$ cat src/rtl/pipe_stage_reg.sv
// Inter-stage pipeline register carrying PC, payload, exception code, valid and branch-delay flag.
// Define PIPE_STAT_EN to build the saturating stall/bubble counters; otherwise they read as zero.
module pipe_stage_reg #(
  parameter int unsigned PAY_W      = 32,
  parameter logic [31:0] RESET_PC   = 32'h0000_3000,
  parameter logic [31:0] HANDLER_PC = 32'h0000_4180,
  parameter logic [4:0]  KILL_CODE  = 5'd4,
  parameter int unsigned CNT_W      = 32
) (
  input  logic             clk,
  input  logic             reset,
  input  logic             en,
  input  logic             req,
  input  logic             eret_clr,
  input  logic [31:0]      epc_in,
  input  logic             flush,
  input  logic [31:0]      in_pc,
  input  logic [PAY_W-1:0] in_payload,
  input  logic [4:0]       in_exccode,
  input  logic             in_valid,
  input  logic             prev_is_jump,
  output logic [31:0]      out_pc,
  output logic [PAY_W-1:0] out_payload,
  output logic [4:0]       out_exccode,
  output logic             out_valid,
  output logic             out_bd,
  output logic [CNT_W-1:0] stall_cnt,
  output logic [CNT_W-1:0] bubble_cnt
);

  logic [31:0]      pc_q, pc_d;
  logic [PAY_W-1:0] payload_q, payload_d;
  logic [4:0]       exccode_q, exccode_d;
  logic             valid_q, valid_d;
  logic             bd_q, bd_d;
  logic             do_flush, do_hold;

  // Redirects outrank the bubble, which outranks a normal advance.
  assign do_flush = !req && !eret_clr && flush;
  assign do_hold  = !req && !eret_clr && !flush && !en;

  always_comb begin
    pc_d      = pc_q;
    payload_d = payload_q;
    exccode_d = exccode_q;
    valid_d   = valid_q;
    bd_d      = bd_q;
    if (req) begin
      pc_d      = HANDLER_PC;
      payload_d = '0;
      exccode_d = '0;
      valid_d   = 1'b0;
      bd_d      = 1'b0;
    end else if (eret_clr) begin
      pc_d      = epc_in;
      payload_d = '0;
      exccode_d = '0;
      valid_d   = 1'b0;
      bd_d      = 1'b0;
    end else if (flush) begin
      // The bubble keeps its PC so an exception reported against it has a sane EPC.
      pc_d      = in_pc;
      payload_d = '0;
      exccode_d = '0;
      valid_d   = 1'b0;
      bd_d      = prev_is_jump;
    end else if (en) begin
      pc_d      = in_pc;
      payload_d = (in_exccode == KILL_CODE) ? '0 : in_payload;
      exccode_d = in_exccode;
      valid_d   = in_valid;
      bd_d      = prev_is_jump;
    end
  end

  always_ff @(posedge clk or posedge reset) begin
    if (reset) begin
      pc_q      <= RESET_PC;
      payload_q <= '0;
      exccode_q <= '0;
      valid_q   <= 1'b0;
      bd_q      <= 1'b0;
    end else begin
      pc_q      <= pc_d;
      payload_q <= payload_d;
      exccode_q <= exccode_d;
      valid_q   <= valid_d;
      bd_q      <= bd_d;
    end
  end

  assign out_pc      = pc_q;
  assign out_payload = payload_q;
  assign out_exccode = exccode_q;
  assign out_valid   = valid_q;
  assign out_bd      = bd_q;

`ifdef PIPE_STAT_EN
  logic [CNT_W-1:0] stall_cnt_q, stall_cnt_d;
  logic [CNT_W-1:0] bubble_cnt_q, bubble_cnt_d;

  always_comb begin
    stall_cnt_d  = stall_cnt_q;
    bubble_cnt_d = bubble_cnt_q;
    if (do_hold && valid_q && (stall_cnt_q != '1)) begin
      stall_cnt_d = stall_cnt_q + 1'b1;
    end
    if (do_flush && (bubble_cnt_q != '1)) begin
      bubble_cnt_d = bubble_cnt_q + 1'b1;
    end
  end

  always_ff @(posedge clk or posedge reset) begin
    if (reset) begin
      stall_cnt_q  <= '0;
      bubble_cnt_q <= '0;
    end else begin
      stall_cnt_q  <= stall_cnt_d;
      bubble_cnt_q <= bubble_cnt_d;
    end
  end

  assign stall_cnt  = stall_cnt_q;
  assign bubble_cnt = bubble_cnt_q;
`else
  logic unused_stat;
  assign unused_stat = do_flush ^ do_hold;
  assign stall_cnt   = '0;
  assign bubble_cnt  = '0;
`endif

endmodule

$ cat config.mk
export PLATFORM = sky130hd
export DESIGN_NAME = pipe_stage_reg
export DESIGN_NICKNAME = d
export VERILOG_FILES = /design/src/rtl/pipe_stage_reg.sv
export SDC_FILE = /design/constraint.sdc
export NUM_CORES = 1
export LEC_CHECK = 0
export ABC_AREA = 1
export CAP_MARGIN = 10
export CORE_UTILIZATION = 41
export CTS_CLUSTER_SIZE = 24
export DETAILED_ROUTE_END_ITERATION = 12
export GPL_TIMING_DRIVEN = 1
export PLACE_DENSITY = 0.87
export REMOVE_ABC_BUFFERS = 1
export SLEW_MARGIN = 30
export SYNTH_ARGS = -nofsm -noshare
export SYNTH_HDL_FRONTEND = slang
export SYNTH_SLANG_ARGS = --single-unit
$ cat constraint.sdc
create_clock -name clk -period 3.25 [get_ports clk]
set_input_delay 0.4875 -clock clk [delete_from_list [all_inputs] [get_ports clk]]
set_output_delay 0.4875 -clock clk [all_outputs]
set_load 0.02 [all_outputs]
Word level (Yosys, flattened, before mapping)
Index checks and enable logic that the tools add are counted.
{ "totals": {"ff_bits": 71, "out_inout_bits": 135, "in_bits": 109, "latchBits": 0, "n_memories": 0, "word_cells": 28, "ramBits": 0, "mem_bits_ro": 0} }
{ "op_classes": {"shift": 0, "div": 0, "eq_ne": 1, "reduce_logical": 1, "n_mux": 21, "n_mul": 0, "order_cmp": 0, "bitwise": 0, "addsub": 0} }
{ "op_table": {"columns": ["cell", "n"], "rows": [
  ["$mux 32", 9],
  ["$mux 5", 4],
  ["$mux 1", 8],
  ["$eq 5x3->1 const B", 1],
  ["$reduce_bool 4->1", 1]
]} }

Logic depth before layout (Yosys ltp)
Gate-level depths: netlist (run 1).
{ "depth": {"word_depth": 6, "depth_mapped": 8, "depth_no_buf": 5} }

Least setup slack after synthesis (run 1)
No wires, ideal clock.
{ "synth_path": {"kind": "input to register", "start": "input eret_clr", "end": "register payload_q[10], in the netlist out_payload[10]", "cell_stages": 8, "path_slack_ps": 1963, "required_ps": 3185, "arrival_ps": 1222, "setup_time_ps": 65, "n_path_buf": 3, "path_cell_list": "buf_2 > nor2_2 > nand2_4 > inv_4 > buf_6 > buf_6 > nand2_1 > nand2_1"} }
{ "synth_via": {"elab_chain_cells": 2, "word_cells_on_any_way": 3, "cone_classes": "2 x mux; 1 x reduce/logical"} }
{ "synth_lines": {"columns": ["item", "line", "text"], "rows": [
  ["from (decl)", "14", "input logic eret_clr,"],
  ["$mux 32", "54", "end else if (eret_clr) begin"],
  ["$mux 32", "48", "if (req) begin"],
  ["to (signal assigned)", "85", "payload_q <= payload_d;"],
  ["to (decl)", "32", "logic [PAY_W-1:0] payload_q, payload_d;"]
]} }
Several ways; a longest one is shown, not always the timed one.
A chain may end at the register's enable or synchronous reset.

Worst setup path after layout (run 1)
{ "layout_path": {"start": "input req", "end": "register exccode_q[2], in the netlist out_exccode[2]"} }
{ "layout_via": {"elab_chain_cells": 1, "word_cells_on_any_way": 2, "cone_classes": "1 x mux; 1 x reduce/logical"} }
{ "layout_lines": {"columns": ["item", "line", "text"], "rows": [
  ["from (decl)", "13", "input logic req,"],
  ["$reduce_bool 4->1 (no source line) / $mux 5 (equally long branches)", null, null],
  ["to (signal assigned)", "86", "exccode_q <= exccode_d;"],
  ["to (decl)", "33", "logic [4:0] exccode_q, exccode_d;"]
]} }
Several ways; a longest one is shown, not always the timed one.

==> flow_metrics.py, run 1 <==
metrics = {
    "layout": {
        "n_antenna_cell": 0,
        "nets": 829,
        "final_core_util_pct": 61.95,
        "instances_no_fill": 854,
        "fin_area_um2": 5806,
        "area_growth_pct": 43.88,
        "final_layout_size_suffix_gt1_share_pct": 4.276,
    },
    "setup_path": {
        "cp_max_fo": 35,
        "end_kind": "flop",
        "cp-start-kind": "input port",
        "crit_required_ns": 3.52,
        "cp.arrival_ns": 2.55,
        "path_class": "in -> reg",
    },
    "global_routing": {
        "grt_remaining_overflow": 0,
        "met3_usage_pct": 6.004,
        "track_usage_pct": 20.42,
        "grt_pass1_wl_um": 16380,
        "antenna_found_initial": 0,
        "grt_max_degree": 70,
        "use_met2_pct": 36.94,
        "busiest_layer": "met2",
        "met1_usage_pct": 23.37,
        "grt_pass1_vias": 3564,
    },
    "clock_network": {
        "post_cts_resized": 0,
        "clk_latency_ns": 0.33,
        "cts_setup_buffers": 0,
        "cts_buffers": 9,
        "cts.path.max_buffers": 2,
        "htree_levels": 3,
        "cts_root_buffer": "clkbuf_8",
        "cts.clk_slew.worst_paths_ns": 0.08,
        "numClockSinks": 71,
        "tritoncts": "yes",
        "ctsHoldBuffers": 0,
    },
    "drt": {
        "drtAntennaViolNets": 0,
        "drcViolationCount": 0,
        "viasPerCell": 4.552,
        "wirelength_um": 10810,
        "wl_per_cell_um": 12.65,
        "firstDrtPassIters": 4,
        "via_count": 3887,
        "drtIter0Drc": 109,
    },
    "outcome": {
        "status": "finished clean",
    },
    "timing": {
        "worst_pin_slew_ns": 0.6598,
        "final_hold_viol_count": 0,
        "post-route-period-util_pct": 70.34,
        "relSlewSlack_pct": 56.01,
        "tns_ns": 0,
        "rsz0062_at_grt": "false",
        "fmaxAchievable_mhz": 437.4,
        "slew_viol_final": 0,
        "skew_ns": 0,
        "fin_crit_ns": 2.286,
        "setup_viol": 0,
    },
    "power": {
        "p_leak_uw": 0.002949,
        "switchingPower_uw": 604.3,
        "p_per_area_nw_per_um2": 368.8,
        "p_seq_share_pct": 44.0,
        "combPwrFrac_pct": 22.8,
        "pwr-share-clk_pct": 33.2,
        "vdd_drop_max_mv": 0.1914,
        "p_sw_share_pct": 28.22,
        "internal-power_uw": 1537,
    },
    "floorplan": {
        "fp.dieH_um": 101.2,
        "start_util_pct": 43.06,
        "design.die.area_um2": 10240,
        "die_x_um": 101.2,
        "num_rows": 35,
        "ios": 244,
        "core_um2": 9371,
    },
    "yosys": {
        "synthCells": 558,
        "ys_types": 19,
        "ys_seq_elements": 71,
        "ys_warn_count": 0,
        "avgSynthCellArea_um2": 7.231,
        "seq_area_frac_synth_pct": 44.09,
        "netlist_area_um2": 4035,
    },
    "flow_run": {
        "cap_viol_max_count": 0,
    },
    "placed_design": {
        "placed_cells": 838,
        "numPortBuffers": 179,
        "gp_congestion": 0.7765,
        "place_area_um2": 5604,
        "dp_hpwl_um": 7955,
    },
    "min_path": {
        "hold_class": "reg -> reg",
    },
}
layer usage:
layer  routed length, µm  up-vias  part of all wire, %
li1                    -     1912                    -
met3                 973        6                  9.0
met4                  59        0                 0.55
met5                   0        -                    0
met2                5306      181                   49
met1                4467     1788                   41
cells in the mapped netlist, drive strengths merged:
| cell type | number | share of area (%) |
|---|---|---|
| conb | 1 | 0.093 |
| a21oi | 2 | 0.25 |
| buf | 93 | 16 |
| dfstp | 2 | 1.3 |
| dfrtp | 69 | 43 |
| inv | 7 | 0.71 |
| nand2 | 271 | 25 |
| nor2 | 37 | 3.9 |
| clkbuf | 5 | 0.47 |
| nand3 | 71 | 8.8 |
flip-flops by register name (all words and copies together) (netlist names):
| name | flops |
|---|---|
| out_bd | 1 |
| out_valid | 1 |
| out_payload | 32 |
| out_exccode | 5 |
| out_pc | 32 |
cell type report:
class	count	area [µm²]
well taps	129	161.4
clock buffers	13	158.9
inverters	7	28.78
fillers	840	3566
flip-flops and latches	71	1779
clock inverters	3	42.54
repair buffers	186	1844
multi-input cells	445	1790
final timing paths:
check / startpoint / endpoint / slack, ns / cells after the start
worst max-delay path: req / out_exccode[2]$_DFFE_PP0P_ / 0.96 / 6
worst min-delay path: out_pc[20]$_DFFE_PP0P_ / out_pc[20]$_DFFE_PP0P_ / 0.48 / 2
worst max register to register: out_pc[13]$_DFFE_PP1P_ / out_pc[13]$_DFFE_PP1P_ / 2.51 / 2
worst min register to register: out_pc[20]$_DFFE_PP0P_ / out_pc[20]$_DFFE_PP0P_ / 0.48 / 2
max in group asynchronous: reset / out_pc[12]$_DFFE_PP1P_ / 1.99 / 3
min in group asynchronous: reset / out_exccode[0]$_DFFE_PP0P_ / 0.49 / 2
critical path, cell delays in order:
cell,delay [ns]
clkdlybuf4s50_1,0.44
inv_2,0.43
nand2_2,0.52
nor2_1,0.43
nand3_1,0.12
nand2_1,0.08
metrics by stage:
step / setup slack, ns / total power, µW / hold WS [ns]
after global routing: 0.8010 / 2250 / 0.5003
after detailed placement: 0.6365 / 1448 / 0.4642
after floorplan: 0.9692 / 1180 / 0.5009
after CTS: 1.007 / 2168 / 0.4832
final: 0.9640 / 2141 / 0.4772
after global placement: 0.7191 / 1438 / 0.4571
logic make-up (layout without fill, tap and decap cells):
family | after synthesis | after routing | synth area share, %
AO/OA/AOI/OAI | 2 | 2 | 0.2481
flip-flops | 71 | 71 | 44.09
AND/OR/NAND/NOR | 379 | 379 | 38.17
buffers and inverters | 105 | 209 | 17.40
other | 1 | 64 | 0.09293
power groups by stage:
stage	logic, µW	clock network [µW]	registers [µW]
6_report	487	711	942
5_1_grt	529	775	946
4_1_cts	490	736	942
3_5_place_dp	489	0	959
3_3_place_gp	481	0	957
2_1_floorplan	176	0	1000
placed cells by master (no fill, tap or decap):
cell type,n
a21oi_1,2
buf_4,7
bufinv_16,1
clkbuf_1,2
clkbuf_8,11
clkdlybuf4s50_1,179
clkinv_2,1
clkinvlp_4,1
conb_1,64
dfrtp_1,69
dfstp_2,2
inv_1,3
inv_2,3
inv_4,1
nand2_1,269
nand2_2,1
nand2_4,1
nand3_1,71
nor2_1,35
nor2_2,1
nor2_8,1
No activity file was read; power rests on OpenSTA's default activity.
==> inputs of run 2 (changes only) <==
Settings changed: CORE_UTILIZATION 41 to 38, PLACE_DENSITY 0.87 to 0.82.
Clock period 3.25 ns to 2.2 ns, I/O delays scaled along.
==> run 2 against run 1 <==
Compared with the run above:
- sequential power increased by 48%
- hold slack lost 0.23 ns
- critical path type is now reg -> out
- highest routed layer unchanged
- final area increased by 2.4%
- via count is 0.80% higher
- die area grew 7.7%
- clock-buffer cell count down 4
- core utilization down 4.4 points
- setup slack got worse by 0.56 ns
- sequential cell count unchanged
- critical path depth is 5 lower
- largest power group unchanged
==> flow_metrics.py, run 2 (synthesis gave the netlist of run 1 again) <==
metrics = {
    "timing": {
        "final_hold_viol_count": 0,
        "slew_viol_final": 0,
        "skew_ns": 0,
        "hold_slack_ns": 0.2513,
        "post-route-period-util_pct": 81.59,
        "fmaxAchievable_mhz": 557.1,
        "rsz0062_at_grt": "false",
        "tns_ns": 0,
        "setup_viol": 0,
        "fin_crit_ns": 1.795,
        "worst_slack_ns": 0.4050,
    },
    "setup_path": {
        "reg2reg_depth": 2,
        "r2r_slack_ns": 1.48,
        "end_kind": "primary output",
        "cp-start-kind": "flop",
        "cp.arrival_ns": 1.47,
        "worst-path-buf-inv": 1,
        "r2r_start": "out_pc[13]$_DFFE_PP1P_",
        "path_class": "reg -> out",
        "worstReg2RegEnd": "out_pc[13]$_DFFE_PP1P_",
        "cp_max_fo": 2,
        "path_depth": 1,
        "path_cells": "clkdlybuf4s50_1",
        "crit_path_top_delay_cell": "clkdlybuf4s50_1",
        "crit_required_ns": 1.87,
        "critPathTopFamily": "buffers and inverters",
        "slowest_delay_ns": 0.60,
    },
    "power": {
        "vdd_drop_max_mv": 0.2460,
        "design_power_total_uw": 3245,
        "p_leak_uw": 0.003018,
        "p_sw_share_pct": 28.09,
        "combPwrFrac_pct": 22.9,
        "p_per_area_nw_per_um2": 545.9,
        "pwr-share-clk_pct": 34.2,
        "internal-power_uw": 2333,
        "switchingPower_uw": 911.6,
        "p_seq_share_pct": 42.9,
    },
    "layout": {
        "final_layout_size_suffix_gt1_share_pct": 5.722,
        "nets": 838,
        "fin_area_um2": 5943,
        "n_antenna_cell": 0,
        "layout_common_cells": "269 x nand2_1, 179 x clkdlybuf4s50_1, 71 x nand3_1",
        "final_common_cell": "nand2_1",
        "area_growth_pct": 47.29,
    },
    "drt": {
        "viasPerCell": 4.503,
        "drtIter0Drc": 223,
        "firstDrtPassIters": 5,
        "drcViolationCount": 0,
        "via_count": 3918,
        "drtAntennaViolNets": 0,
        "wl_per_cell_um": 12.56,
        "wirelength_um": 10930,
    },
    "floorplan": {
        "core_um2": 10320,
        "num_rows": 37,
        "start_util_pct": 39.09,
        "ios": 244,
        "fp.dieH_um": 105.0,
        "design.die.area_um2": 11030,
        "die_x_um": 105.0,
    },
    "global_routing": {
        "grt_remaining_overflow": 0,
        "antenna_found_initial": 0,
        "met3_usage_pct": 5.614,
        "grt_pass1_vias": 3623,
        "grt_max_degree": 70,
        "use_met2_pct": 32.97,
        "busiest_layer": "met2",
        "met1_usage_pct": 23.61,
        "grt_pass1_wl_um": 17130,
        "track_usage_pct": 19.35,
    },
    "placed_design": {
        "dp_hpwl_um": 8005,
        "dp_slack_ns": 0.3095,
        "place_area_um2": 5732,
        "numPortBuffers": 179,
        "gp_congestion": 0.7815,
    },
    "clock_network": {
        "clk_latency_ns": 0.33,
        "cts.clk_slew.worst_paths_ns": 0.08,
        "tritoncts": "yes",
        "post_cts_resized": 0,
        "cts_setup_buffers": 0,
        "htree_levels": 3,
        "cts_root_buffer": "clkbuf_8",
        "cts_buffers": 9,
        "cts.path.max_buffers": 2,
        "ctsHoldBuffers": 0,
        "numClockSinks": 71,
    },
    "outcome": {
        "status": "finished clean",
    },
    "flow_run": {
        "cap_viol_max_count": 0,
    },
    "min_path": {
        "hold_class": "in -> async",
    },
}
==> run 2: changes by cell type in the layout (fill, tap and decap cells not counted), sizes merged <==
cell    delta
bufinv     +1
clkinv     +4
buf        +9
inv        -1
clkbuf     -4
==> run 2: worst max path at each step <==
stage / start / slack, ns / endpoint
after floorplan: reset / 0.08 / out_bd$_DFFE_PP0P_
after global placement: flush / 0.36 / out_payload[23]$_DFFE_PP0P_
after detailed placement: flush / 0.31 / out_exccode[1]$_DFFE_PP0P_
after CTS: out_pc[12]$_DFFE_PP1P_ / 0.38 / out_pc[12]
after global routing: out_pc[12]$_DFFE_PP1P_ / 0.35 / out_pc[12]
final: out_pc[12]$_DFFE_PP1P_ / 0.40 / out_pc[12]
==> run 2: area by class of cell <==
| class | count | area, µm² |
|---|---|---|
| Clock buffer | 9 | 123.9 |
| Clock inverter | 7 | 87.58 |
| Fill cell | 935 | 4380 |
| Inverter | 7 | 30.03 |
| Multi-Input combinational cell | 445 | 1790 |
| Sequential cell | 71 | 1779 |
| Tap cell | 136 | 170.2 |
| Timing Repair Buffer | 195 | 1962 |
==> run 2: power by group through the flow <==
stage	Combinational, µW	Sequential, µW	Clock (µW)
2_1_floorplan	260	1480	0
6_report	743	1390	1110
3_3_place_gp	735	1420	0
4_1_cts	749	1390	1140
5_1_grt	803	1400	1200
3_5_place_dp	747	1420	0
==> run 2: through the flow <==
stage,cells,util [%]
after floorplan,523,-
after global placement,854,55.52
after detailed placement,854,55.52
after CTS,870,57.57
after global routing,870,57.57
final,870,57.57
==> run 2: per-layer routing <==
layer / wire [µm] / part of all wire (%)
met4: 125 / 1.1
met5: 0 / 0
met3: 1042 / 9.5
met2: 5286 / 48
met1: 4473 / 41
